### src/rtl/z80_int_ctrl.sv
// z80_int_ctrl: device end of the Z80 IM2 maskable-interrupt handshake for tv80s.
// Latches rising edges of four external sources and a periodic timer into PEND,
// drives int_n_o, answers INTACK with a vector byte and holds off until EOI.
//
// Ports:
//   clk_i      system clock
//   rst_i      synchronous active-high reset
//   m1_n       CPU M1 (active low)
//   iorq_n     CPU IORQ (active low)
//   rd_n       CPU RD (active low)
//   wr_n       CPU WR (active low)
//   addr_i     CPU address [7:0]
//   data_i     CPU write data
//   irq_src_i  peripheral request levels, synchronous to clk_i
//   data_o     register read data or interrupt vector
//   cs_o       block drives data_o this cycle
//   int_n_o    interrupt request to CPU, active low
module z80_int_ctrl #(
  parameter logic [7:0]  IO_BASE  = 8'h18,
  parameter int unsigned PRESCALE = 27
) (
  input  logic       clk_i,
  input  logic       rst_i,
  input  logic       m1_n,
  input  logic       iorq_n,
  input  logic       rd_n,
  input  logic       wr_n,
  input  logic [7:0] addr_i,
  input  logic [7:0] data_i,
  input  logic [3:0] irq_src_i,
  output logic [7:0] data_o,
  output logic       cs_o,
  output logic       int_n_o
);

  localparam int unsigned PW = (PRESCALE > 1) ? $clog2(PRESCALE) : 1;
  localparam logic [PW-1:0] PreMax = PW'(PRESCALE - 1);

  typedef enum logic [1:0] {StIdle, StAck, StService} state_e;

  state_e      state_q, state_d;
  logic [3:0]  vec_q;
  logic [4:0]  en_q;
  logic [4:0]  pend_q, pend_d;
  logic [7:0]  tlo_q, thi_q;
  logic        run_q;
  logic [15:0] cnt_q, cnt_d;
  logic [PW-1:0] pre_q, pre_d;
  logic [3:0]  src_q;
  logic [2:0]  idx_q, idx_d;
  logic [2:0]  svc_q, svc_d;
  logic        wr_act_q, intack_q;

  logic        sel, intack, wr_act, wr_stb;
  logic [2:0]  reg_sel;
  logic        tick, timer_set;
  logic [4:0]  active, set_v, clr_v, ack_clr, w1c;
  logic [2:0]  first_idx;
  logic [7:0]  rd_data;

  assign sel     = !iorq_n && m1_n && (addr_i[7:3] == IO_BASE[7:3]);
  assign reg_sel = addr_i[2:0];
  assign intack  = !m1_n && !iorq_n;
  assign wr_act  = sel && !wr_n;
  // One strobe per bus write, however many cycles WR stays low.
  assign wr_stb  = wr_act && !wr_act_q;
  assign active  = pend_q & en_q;

  // Prescaler and reload counter.
  always_comb begin
    pre_d     = pre_q;
    tick      = 1'b0;
    cnt_d     = cnt_q;
    timer_set = 1'b0;
    if (run_q) begin
      if (pre_q == PreMax) begin
        pre_d = '0;
        tick  = 1'b1;
      end else begin
        pre_d = pre_q + 1'b1;
      end
    end
    if (tick) begin
      if (cnt_q == 16'd0) begin
        timer_set = 1'b1;
        cnt_d     = {thi_q, tlo_q};
      end else begin
        cnt_d = cnt_q - 16'd1;
      end
    end
    if (wr_stb && reg_sel == 3'd5) cnt_d = {data_i, tlo_q};
  end

  // Fixed priority: lowest index wins.
  always_comb begin
    first_idx = 3'd7;
    for (int i = 4; i >= 0; i--) begin
      if (active[i]) first_idx = 3'(i);
    end
  end

  always_comb begin
    state_d = state_q;
    idx_d   = idx_q;
    svc_d   = svc_q;
    ack_clr = '0;
    case (state_q)
      StIdle: begin
        // Only the start of INTACK is answered, so a reset mid-cycle does not re-ack.
        if (intack && !intack_q) begin
          idx_d   = first_idx;
          state_d = StAck;
        end
      end
      StAck: begin
        if (iorq_n) begin
          if (idx_q != 3'd7) begin
            ack_clr = 5'b1 << idx_q;
            svc_d   = idx_q;
            state_d = StService;
          end else begin
            state_d = StIdle;
          end
        end
      end
      StService: begin
        if (wr_stb && reg_sel == 3'd3) state_d = StIdle;
      end
      default: state_d = StIdle;
    endcase
  end

  // Set beats clear for edges and the timer.
  always_comb begin
    w1c    = (wr_stb && reg_sel == 3'd2) ? data_i[4:0] : 5'd0;
    set_v  = {timer_set, irq_src_i & ~src_q};
    clr_v  = w1c | ack_clr;
    pend_d = (pend_q & ~clr_v) | set_v;
  end

  always_comb begin
    case (reg_sel)
      3'd0:    rd_data = {vec_q, 4'b0};
      3'd1:    rd_data = {3'b0, en_q};
      3'd2:    rd_data = {3'b0, pend_q};
      3'd3:    rd_data = {state_q == StService, 4'b0, svc_q};
      3'd4:    rd_data = tlo_q;
      3'd5:    rd_data = thi_q;
      3'd6:    rd_data = {7'b0, run_q};
      default: rd_data = 8'h00;
    endcase
  end

  always_comb begin
    int_n_o = 1'b1;
    cs_o    = 1'b0;
    data_o  = 8'h00;
    if (state_q == StIdle) int_n_o = ~|active;
    if (state_q == StAck) begin
      cs_o   = 1'b1;
      data_o = {vec_q, idx_q, 1'b0};
    end else if (sel && !rd_n) begin
      cs_o   = 1'b1;
      data_o = rd_data;
    end
  end

  always_ff @(posedge clk_i) begin
    if (rst_i) begin
      state_q  <= StIdle;
      vec_q    <= '0;
      en_q     <= '0;
      pend_q   <= '0;
      tlo_q    <= '0;
      thi_q    <= '0;
      run_q    <= 1'b0;
      cnt_q    <= '0;
      pre_q    <= '0;
      idx_q    <= '0;
      svc_q    <= '0;
      // History follows the live inputs so levels held through reset are not edges.
      src_q    <= irq_src_i;
      wr_act_q <= wr_act;
      intack_q <= intack;
    end else begin
      state_q  <= state_d;
      pend_q   <= pend_d;
      cnt_q    <= cnt_d;
      pre_q    <= pre_d;
      idx_q    <= idx_d;
      svc_q    <= svc_d;
      src_q    <= irq_src_i;
      wr_act_q <= wr_act;
      intack_q <= intack;
      if (wr_stb) begin
        case (reg_sel)
          3'd0:    vec_q <= data_i[7:4];
          3'd1:    en_q  <= data_i[4:0];
          3'd4:    tlo_q <= data_i;
          3'd5:    thi_q <= data_i;
          3'd6:    run_q <= data_i[0];
          default: ;
        endcase
      end
    end
  end

endmodule

### config.mk
export PLATFORM = sky130hd
export DESIGN_NAME = z80_int_ctrl
export DESIGN_NICKNAME = d
export VERILOG_FILES = /design/src/rtl/z80_int_ctrl.sv
export SDC_FILE = /design/constraint.sdc
export NUM_CORES = 1
export LEC_CHECK = 0
export ABC_CLOCK_PERIOD_IN_PS = 5220
export BUFFER_PORTS_ARGS = -buffer_cell sky130_fd_sc_hd__buf_2
export CAP_MARGIN = 25
export CELL_PAD_IN_SITES_DETAIL_PLACEMENT = 1
export CELL_PAD_IN_SITES_GLOBAL_PLACEMENT = 2
export CORE_ASPECT_RATIO = 0.7
export CORE_MARGIN = 2
export CORE_UTILIZATION = 38
export CTS_CLUSTER_DIAMETER = 60
export DETAILED_ROUTE_END_ITERATION = 10
export HOLD_SLACK_MARGIN = 0.1
export PLACE_DENSITY_LB_ADDON = 0.1
export SYNTH_ARGS = -nofsm -noshare
export SYNTH_HDL_FRONTEND = slang
export SYNTH_SLANG_ARGS = --single-unit
### constraint.sdc
create_clock -name clk_i -period 5.22 [get_ports clk_i]
set_input_delay 1.305 -clock clk_i [delete_from_list [all_inputs] [get_ports clk_i]]
set_output_delay 1.305 -clock clk_i [all_outputs]
set_load 0.005 [all_outputs]
Word level (Yosys, flattened, before mapping)
Index checks and enable logic that the tools add are counted.
{"block": "totals", "output_inout_bits": 10, "register_bits": 66, "inputBits": 26, "wordCells": 96}
{"block": "op_classes", "n_addsub": 2, "shift": 1, "reduce_logical": 30, "eq_ne": 14, "n_bitwise": 7, "muxes": 28}
{"op": "one-hot mux 8 bit (7 select lines)", "n": 1}
{"op": "2-to-1 mux 16 bit", "n": 3}
{"op": "2-to-1 mux 5 bit", "n": 5}
{"op": "logical NOT 16 bit", "n": 1}
{"op": "2-to-1 mux 8 bit", "n": 2}
{"op": "subtractor 16 x 1 -> 16 bit (second input constant)", "n": 1}
{"op": "2-to-1 mux 3 bit", "n": 4}
{"op": "AND reduction 2 bit", "n": 6}
{"op": "bitwise AND 5 bit", "n": 2}
{"op": "logical AND 1 bit", "n": 10}
{"op": "2-to-1 mux 2 bit", "n": 5}
{"op": "OR 5 bit", "n": 2}
{"op": "== test 3 bit (second input constant)", "n": 3}
{"op": "logical NOT 1 bit", "n": 7}
{"op": "2-to-1 mux 1 bit", "n": 7}
{"op": "== test 3 x 2 -> 1 bit (second input constant)", "n": 2}
{"op": "!= test 2 bit (second input constant)", "n": 3}
{"op": "one-hot mux 2 bit (3 select lines)", "n": 1}
{"op": "AND reduction 3 bit", "n": 2}
{"op": "adder 5 x 1 -> 5 bit (second input constant)", "n": 1}
{"op": "== test 5 x 2 -> 1 bit (second input constant)", "n": 1}
{"op": "== test 5 bit (second input constant)", "n": 1}
{"op": "inverter 5 bit", "n": 1}
{"op": "OR reduction 5 bit", "n": 1}
{"op": "10 further kinds", "n": 10}

Logic depth before layout (Yosys ltp)
Gate-level depths: netlist of the first run.
{"block": "logic_depth", "depth_word": 11, "mapped_depth": 8, "depth_no_buf": 7}

Worst setup path before layout of the first run
No wires, ideal clock.
{"block": "synth_timing", "kind": "in2out", "startpoint": "in addr_i[6]", "endpoint": "out data_o[5]", "cell_stages": 5, "path_buffers": 0, "t_required_ns": 3.915, "setup_slack_ns": 1.070, "arrival_ns": 2.845, "cell_sequence": "or4b_4 -> or2_2 -> nor4_4 -> nand2_1 -> o21ai_0"}
{"block": "synth_between", "elab_chain_len": 5}
{"element": "from (decl)", "line": "28", "text": "input logic [7:0] addr_i,"}
{"element": "== test 5 x 2 -> 1 bit", "line": "61", "text": "assign sel = !iorq_n && m1_n && (addr_i[7:3] == IO_BASE[7:3]);"}
{"element": "logical AND 1 bit", "line": "61"}
{"element": "logical AND 1 bit", "line": "162", "text": "end else if (sel && !rd_n) begin"}
{"element": "2-to-1 mux 8 bit", "line": "162"}
{"element": "2-to-1 mux 8 bit", "line": "159", "text": "if (state_q == StAck) begin"}
{"element": "to (decl)", "line": "31", "text": "output logic [7:0] data_o,"}
Every way passes these cells.

Worst setup path in the final report of the first run
{"block": "layout_timing", "startpoint": "in addr_i[6]", "endpoint": "out data_o[6]"}
Same word-level chain as after synthesis.

==> results of run 1 <==
registers in the layout, summed over array words and instances (netlist names):
register and cells:
cnt_q 16, en_q 5, idx_q 3, intack_q 1
pend_q 5, pre_q 5, run_q 1, src_q 4
state_q 2, svc_q 3, thi_q 8, tlo_q 8
vec_q 4, wr_act_q 1
per-layer routing:
layer  routed length [um]  part of all wire [%]  vias up
li1                     -                     -     1642
met3                  766                   6.9        4
met4                   38                  0.34        0
met2                 4560                    41       86
met5                    0                     0        -
met1                 5730                    52     1674
metrics by stage:
| step | area, um2 | setup WS (ns) | std cells | utilization (%) |
|---|---|---|---|---|
| 2_1_floorplan | 3610 | 1.07 | 432 | - |
| 3_3_place_gp | 3840 | 0.720 | 568 | 42.0 |
| 3_5_place_dp | 3840 | 0.666 | 568 | 42.0 |
| 4_1_cts | 4140 | 0.659 | 584 | 45.3 |
| 5_1_grt | 4140 | 0.581 | 584 | 45.3 |
| 6_report | 4140 | 0.682 | 584 | 45.3 |
cell usage in the layout (no fill, tap or decap), drive strengths merged, types with 5 or more instances in the layout:
master and instances:
mux2i 20, o221ai 6, a22o 8, buf 39, a311oi 11, nor3 13
dfxtp 66, clkbuf 11, o21ai 18, inv 8, xnor2 6, nand4 10
nor2 56, nor2b 7, a21oi 26, nand3 21, and2 5, nand2 47
nor4 7
worst register-to-register path, cell delays in order, from the launching register on:
cell and delay, ns:
dfxtp_1 0.36, nor4_2 0.68, and4_1 0.64, a21boi_0 0.36, nor2_1 0.29, a311oi_2 0.07
worst min path at each step:
stage | from | to | depth (start not counted)
finish | vec_q[3] | vec_q[3] | 2
global route | vec_q[1] | vec_q[1] | 2
CTS | vec_q[3] | vec_q[3] | 2
detailed placement | vec_q[0] | vec_q[0] | 2
global placement | vec_q[2] | vec_q[2] | 2
floorplan | vec_q[1] | vec_q[1] | 2
power breakdown:
part | switching (uW) | leakage, uW | internal (uW)
combinational | 42.2 | 0.000932 | 23.7
clock | 229 | 0.000151 | 393
sequential | 10.0 | 0.000535 | 512
layout make-up:
type	instances	area (um2)	share of cell area [%]
Clock inverter	5	52.6	1.27
Sequential cell	66	1320	31.9
Tap cell	124	155	3.75
Timing Repair Buffer	39	205	4.95
Clock buffer	11	253	6.10
Multi-Input combinational cell	331	2120	51.3
Inverter	8	30.0	0.725
logic make-up (layout without fill, tap and decap cells):
logic type | count (synthesis) | in the layout | share of synthesized area, %
DFF | 66 | 66 | 36.6
buffers and inverters | 35 | 63 | 4.54
muxes | 24 | 24 | 6.79
adders and majority gates | 4 | 4 | 1.39
AOI/OAI and AO/OA | 100 | 100 | 20.8
xor gates and xnor gates | 10 | 10 | 2.43
and+or+nand+nor | 193 | 193 | 27.4
==> impl_metrics.yaml, run 1 <==
outcome:
  status: "complete, no violations"
critical_path:
  critical_path_depth: 7
  reg2reg_slack_ns: 2.67
  cp-start-kind: "primary input"
  worst-path-buf-inv: 2
  cp-end-kind: "output port"
  crit_start: "addr_i[6]"
  crit_path_frequent_cell: "buf_2"
  reg2reg_to: "cnt_q[4]"
  r2r_cells: 5
  r2r_start: "cnt_q[9]"
  path_cells: "buf_2, or4b_4, or2_2, nor4_4, nand2_1, o21ai_0, buf_2"
  slowest_delay_ns: 0.57
  critPathMaxFanout: 7
  cp_top_family: "simple AND/OR/NAND/NOR gates"
  critPathSlowestCell: "or4b_4"
  worstPathArrival_ns: 3.23
  endpoint: "data_o[6]"
  crit_required_ns: 3.91
  worst-setup-path-type: "primary input to output port"
timing:
  worst_slew_pin_slew_ns: 0.942
  rsz0062_at_grt: "false"
  max_slew_margin_pct: 37.1
  period_needed_ns: 4.54
  timing.setup.tns_ns: 0
  clock.fmax_ghz: 0.220
  whs_ns: 0.468
  drv_slew: 0
  fin_crit_sh_pct: 86.9
  setup_viol: 0
  clock_skew_ns: 0.00594
  hold_viol_final: 0
clocking:
  cts_max_path_buffers: 2
  insertion_delay_ns: 0.34
  h-tree-depth: 3
  ctsHoldBuffers: 0
  post_cts_buffers: 0
  cts_tree: "done"
  cts_sinks: 66
  cts_made_buffers: 9
  cts_resized: 0
  cts.reportedPaths.clkPinSlew_ns: 0.06
  clockRootBuffer: "clkbuf_16"
detailed_routing:
  wirelength_um: 11100
  drt_first_pass_iters: 4
  via_count: 3406
  ant_nets: 0
  first_iter_violations: 196
  drc: 0
  routedWlPerCell_um: 19.0
  via_per_inst: 5.83
floorplan:
  die_x_um: 120
  design.core.area_um2: 9140
  die_area_um2: 10300
  start_util_pct: 39.5
  io_pins: 36
  die_height_um: 85.5
  row_count: 29
yosys:
  synth_area_leaders: "dfxtp_1 (37%), nor2_1 (5.8%), mux2i_1 (5.5%), nand2_1 (4.9%), a21oi_1 (3.6%)"
  synth_cells: 432
  async_reset_ff_share_pct: 0
  synth.distinct_cells: 61
  syn-cell-area_um2: 3610
  syn_avg_cell_area_um2: 8.36
  synth_most_common_cell: "dfxtp_1"
  synth_warnings: 0
  ys_ff_latch: 66
  synth_top_area_cell: "dfxtp_1"
  synth_nets: 462
  synth_edf_count: 0
  ys_top_cells_by_count: "dfxtp_1 (66), nor2_1 (56), nand2_1 (47)"
  synth_top_area_share_pct: 36.6
  synth-seq-area-share_pct: 36.6
  synthFlopType: "dfxtp_1"
grt:
  grt_busiest_layer: "met2"
  gr-usage-met1_pct: 33.3
  grt_pass1_wl_um: 18300
  globalRoute.totalOverflow: 0
  grt_usage_pct: 22.7
  grt_max_degree: 47
  use_met3_pct: 5.45
  antenna_found_initial: 0
  grtUsageMet2_pct: 33.5
  grt_pass1_vias: 3379
power_and_ir_drop:
  peakVddDrop_v: 0.000183
  p_total_uw: 1210
  p_per_area_nw_per_um2: 292
  p_leak_uw: 0.00162
placement:
  gp_routability_congestion: 0.831
  portBuffers: 35
  hpwlAfterDp_um: 7890
hold_path:
  holdCritPathClass: "flop to flop"
cells_and_area:
  final_nets: 485
  antennaDiodeCount: 0
  layout-drive-gt1-share_pct: 17.0
  area_growth_pct: 14.7
  fill_cells: 1125
job:
  maxCapViolations: 0
Note: power is estimated with default switching activity, not from simulation.
==> inputs of run 2 (changes only) <==
- ABC_AREA: unset -> 1
- CORE_UTILIZATION: 38 -> 35
- GPL_TIMING_DRIVEN: unset -> 0
==> impl_metrics.yaml, run 2 <==
yosys:
  synth_top_area_share_pct: 36.1
  syn-cell-area_um2: 3660
  async_reset_ff_share_pct: 0
  synth_top_area_cell: "dfxtp_1"
  synthFlopType: "dfxtp_1"
  syn_avg_cell_area_um2: 6.46
  synth_area_leaders: "dfxtp_1 (36%), nand2_1 (15%), inv_1 (8.1%), a21oi_1 (6.4%), nand3_1 (6.4%)"
  synth.distinct_cells: 37
  synth_nets: 596
  synth_cells: 566
  ys_ff_latch: 66
  synth-seq-area-share_pct: 36.1
  ys_top_cells_by_count: "nand2_1 (143), inv_1 (79), dfxtp_1 (66)"
  synth_warnings: 0
  synth_most_common_cell: "nand2_1"
  synth_edf_count: 0
critical_path:
  r2r_cells: 8
  cp-end-kind: "output port"
  cp-start-kind: "primary input"
  reg2reg_slack_ns: 3.38
  crit_required_ns: 3.91
  r2r_start: "cnt_q[0]"
  critPathSlowestCell: "nor3_1"
  slowest_delay_ns: 0.27
  endpoint: "data_o[6]"
  critPathMaxFanout: 8
  crit_start: "iorq_n"
  reg2reg_to: "cnt_q[10]"
  path_cells: "buf_2, inv_2, nand2_1, nor2_1, nand2_1, nor3_1, o31ai_2, o22ai_1, buf_2"
  worst-setup-path-type: "primary input to output port"
  worstPathArrival_ns: 2.73
detailed_routing:
  wl_met1_um: 6830
  dr_wl_met2_um: 5120
  route.met3.wl_um: 724
  first_iter_violations: 222
  ant_nets: 0
  drt_first_pass_iters: 4
  via_count: 3849
  highest_layer: "met4"
  routedWlPerCell_um: 17.1
  via_per_inst: 5.14
  wirelength_um: 12800
  drc: 0
clocking:
  insertion_delay_ns: 0.34
  cts_tree: "done"
  cts_max_path_buffers: 2
  post_cts_buffers: 0
  ctsHoldBuffers: 0
  h-tree-depth: 3
  cts_resized: 0
  cts_made_buffers: 9
  cts_sinks: 66
  cts.reportedPaths.clkPinSlew_ns: 0.06
  clockRootBuffer: "clkbuf_16"
timing:
  period_needed_ns: 4.04
  rsz0062_at_grt: "false"
  max_slew_margin_pct: 46.7
  worst_slew_pin_slew_ns: 0.795
  clock.fmax_ghz: 0.248
  fin_crit_sh_pct: 77.3
  clock_skew_ns: 0.00437
  timing.setup.tns_ns: 0
  setup_viol: 0
  hold_viol_final: 0
  drv_slew: 0
cells_and_area:
  final_nets: 642
  reg.largest.list: "cnt_q (16), thi_q (8), tlo_q (8)"
  fill_cells: 1368
  layout_commonest_cell: "nand2_1"
  area_growth_pct: 17.9
  regMostFlops: "cnt_q"
  layout-drive-gt1-share_pct: 12.3
  antennaDiodeCount: 0
  regArea_um2: 1320
  multi_input_area_um2: 1960
  final_cell_mix: "nand2_1 (143), inv_1 (79), dfxtp_1 (66), nor2_1 (51)"
  largest_register_ffs: 16
power_and_ir_drop:
  p_total_uw: 1220
  p_per_area_nw_per_um2: 284
  power.switching_uw: 294
  switching_share_pct: 24.0
  intPower_uw: 929
  seqPwrFrac_pct: 42.3
  peakVddDrop_v: 0.000175
  p_leak_uw: 0.00200
  combPwrFrac_pct: 5.6
  power_frac_clock_pct: 52.1
grt:
  grt_pass1_wl_um: 20200
  grt_pass1_vias: 3677
  grt_max_degree: 13
  globalRoute.totalOverflow: 0
  grt_usage_pct: 23.5
  antenna_found_initial: 0
placement:
  gp_routability_congestion: 0.820
  hpwlAfterDp_um: 10200
  portBuffers: 35
outcome:
  status: "complete, no violations"
job:
  maxCapViolations: 0
floorplan:
  die_x_um: 126
  die_area_um2: 11300
  io_pins: 36
  start_util_pct: 35.7
  die_height_um: 89.5
  row_count: 31
  design.core.area_um2: 10200
hold_path:
  holdCritPathClass: "flop to flop"
[run 2: cell type report]
cell class	instances	share of cell area, %
multi-input cells	404	45.5
clock inverters	5	1.42
clock buffers	11	5.86
plain buffers	13	1.39
well taps	132	3.83
inverters	83	7.23
repair buffers	35	4.06
flip-flops and latches	66	30.7
[run 2: metal layers]
layer  up-vias  track usage, %
met3        10            5.63
met4         0            5.19
met1      1828            35.1
met2        67            34.3
li1       1944               -
met5         -               0
[run 2: cell families (layout without fill, tap and decap cells)]
family                   Yosys count  after routing  synth area share, %
adder cells (fa/ha/maj)            4              4                 1.37
XOR/XNOR                           6              6                 1.44
AND/OR/NAND/NOR                  274            274                 32.9
AO/OA/AOI/OAI                    120            120                 18.0
buffers and inverters             96            147                 10.2
flip-flops                        66             66                 36.1
[run 2: worst min-delay path by stage]
stage	from	endpoint	slack, ns	depth (start not counted)
floorplan	svc_q[0]	svc_q[0]	0.43	2
global placement	en_q[4]	en_q[4]	0.46	2
detailed placement	vec_q[1]	vec_q[1]	0.47	2
CTS	vec_q[1]	vec_q[1]	0.48	2
global route	vec_q[2]	vec_q[2]	0.50	2
finish	vec_q[1]	vec_q[1]	0.47	2
[run 2: power groups by stage]
| stage | sequential, uW | combinational [uW] | clock (uW) |
|---|---|---|---|
| 6_report | 517 | 68.4 | 637 |
| 5_1_grt | 518 | 76.5 | 669 |
| 4_1_cts | 517 | 68.2 | 650 |
| 3_5_place_dp | 528 | 68.0 | 0 |
| 3_3_place_gp | 528 | 66.0 | 0 |
| 2_1_floorplan | 526 | 34.9 | 0 |
[run 2: metrics by stage]
| stage | setup slack [ns] | hold slack, ns | area, um2 | utilization (%) | std cells |
|---|---|---|---|---|---|
| CTS | 1.19 | 0.476 | 4310 | 42.1 | 749 |
| global placement | 1.23 | 0.456 | 4000 | 39.0 | 733 |
| global route | 1.07 | 0.498 | 4310 | 42.1 | 749 |
| finish | 1.18 | 0.473 | 4310 | 42.1 | 749 |
| floorplan | 1.79 | 0.430 | 3660 | - | 566 |
| detailed placement | 1.19 | 0.467 | 4000 | 39.0 | 733 |
[run 2: worst max-delay path, delay by kind of cell]
kind / cells / cell delay [ns]
AOI/OAI and AO/OA: 2 / 0.48
buffers and inverters: 3 / 0.36
and+or+nand+nor: 4 / 0.56
==> inputs of run 3 (changes only) <==
- ABC_AREA: 1 -> 0
- ABC_CLOCK_PERIOD_IN_PS: 5220 -> 3600
- CORE_UTILIZATION: 35 -> 32
- clock period: 5.22 -> 3.6 ns (I/O delays scaled with it)
==> impl_metrics.yaml, run 3 (same netlist as run 1, synthesis figures left out) <==
detailed_routing:
  dr_wl_met2_um: 5220
  drc: 0
  route.met3.wl_um: 858
  first_iter_violations: 260
  routedWlPerCell_um: 20.1
  wl_met1_um: 6550
  ant_nets: 0
  wirelength_um: 12800
  highest_layer: "met4"
  via_per_inst: 5.56
  drt_first_pass_iters: 4
  via_count: 3542
hold_path:
  hold_depth: 2
  holdCritPathClass: "flop to flop"
  hp-start: "vec_q[3]"
  min_to: "vec_q[3]"
placement:
  portBuffers: 35
  gp_routability_congestion: 0.826
  dpl_cell_area_um2: 3980
  pre_cts_ws_ns: -0.194
  hpwlAfterDp_um: 9640
grt:
  grt_usage_pct: 22.6
  grt_pass1_wl_um: 20400
  grt_max_degree: 11
  antenna_found_initial: 0
  grt_pass1_vias: 3543
  globalRoute.totalOverflow: 0
cells_and_area:
  area_growth_pct: 19.3
  final_cell_mix: "dfxtp_1 (66), nor2_1 (56), nand2_1 (47), buf_2 (37), a21oi_1 (26)"
  layout_commonest_cell: "dfxtp_1"
  regMostFlops: "cnt_q"
  utilization_pct: 39.1
  antennaDiodeCount: 0
  layout-drive-gt1-share_pct: 17.1
  largest_register_ffs: 16
  final_nets: 509
  reg.largest.list: "cnt_q (16), thi_q (8), tlo_q (8)"
  design_area_um2: 4310
critical_path:
  crit_required_ns: 2.70
  worst-setup-path-type: "primary input to output port"
  worstPathArrival_ns: 2.60
  cp-end-kind: "output port"
  reg2reg_to: "cnt_q[13]"
  reg2reg_slack_ns: 1.02
  cp-start-kind: "primary input"
  r2r_start: "pre_q[0]"
  critPathMaxFanout: 4
  r2r_cells: 8
power_and_ir_drop:
  peakVddDrop_v: 0.000211
  p_per_area_nw_per_um2: 407
  p_leak_uw: 0.00167
timing:
  drv_slew: 0
  hold_viol_final: 0
  clock.fmax_ghz: 0.286
  fin_crit_sh_pct: 97.2
  setup_ws_ns: 0.100
  worst_slew_pin_slew_ns: 1.02
  setup_viol: 0
  max_slew_margin_pct: 31.8
  rsz0062_at_grt: "false"
  period_needed_ns: 3.50
  clock_skew_ns: 0.00413
floorplan:
  die_x_um: 131
  io_pins: 36
  row_count: 32
  die_height_um: 92.9
  start_util_pct: 32.8
  die_area_um2: 12200
  design.core.area_um2: 11000
clocking:
  cts_made_buffers: 9
  clockRootBuffer: "clkbuf_16"
  cts.reportedPaths.clkPinSlew_ns: 0.06
  cts_tree: "done"
  insertion_delay_ns: 0.33
  ctsHoldBuffers: 0
  cts_sinks: 66
  cts_max_path_buffers: 2
  h-tree-depth: 3
job:
  maxCapViolations: 0
outcome:
  status: "complete, no violations"
## run 3: worst max-delay path, stage by stage
cell,delay [ns]
buf_2,0.09
or4b_4,0.57
or2_4,0.29
nor4_4,0.28
buf_4,0.20
and3_1,0.14
buf_2,0.11
## run 3: final cells by class
class / instances / area (um2)
repair buffers: 37 / 190
flip-flops and latches: 66 / 1320
clock buffers: 15 / 298
plain buffers: 26 / 131
inverters: 8 / 30.0
well taps: 153 / 191
multi-input cells: 331 / 2140
clock inverters: 1 / 5.00
fillers: 1339 / 6700
## run 3: worst max-delay path by stage
| stage | to | start | depth (start not counted) | slack [ns] |
|---|---|---|---|---|
| 6_report | data_o[0] | addr_i[6] | 7 | 0.10 |
| 3_5_place_dp | data_o[6] | addr_i[6] | 7 | -0.19 |
| 2_1_floorplan | data_o[5] | addr_i[6] | 5 | 0.26 |
| 5_1_grt | data_o[0] | addr_i[6] | 7 | 0.01 |
| 4_1_cts | data_o[7] | addr_i[6] | 6 | 0.03 |
| 3_3_place_gp | data_o[5] | addr_i[6] | 7 | -0.16 |
## run 3: layer usage
metal  global-route usage (%)  vias up
met1                     34.6     1748
met5                        0        -
met2                     31.1       83
li1                         -     1691
met4                     6.21        0
met3                     5.20       20
## run 3: repair_timing
action                                 in CTS  in global routing
endpoints found under the hold margin       0                  0
gates resized for setup                     2                  2
pin swaps                                   1                  2
setup endpoints to repair                   8                  5
buffers inserted                            2                  0
## run 3: power breakdown
part	leakage [uW]	internal [uW]	switching (uW)
clock	0.000152	560	329
combinational	0.000982	36.8	75.2
sequential	0.000535	742	10.2
## run 3: per-stage QoR
step           setup TNS (ns)  power [uW]  std cells  hold slack [ns]
2_1_floorplan               0         822        432            0.437
3_3_place_gp           -0.744         876        620            0.443
3_5_place_dp           -0.855         879        620            0.454
4_1_cts                     0        1780        638            0.462
5_1_grt                     0        1830        637            0.473
6_report                    0        1750        637            0.460
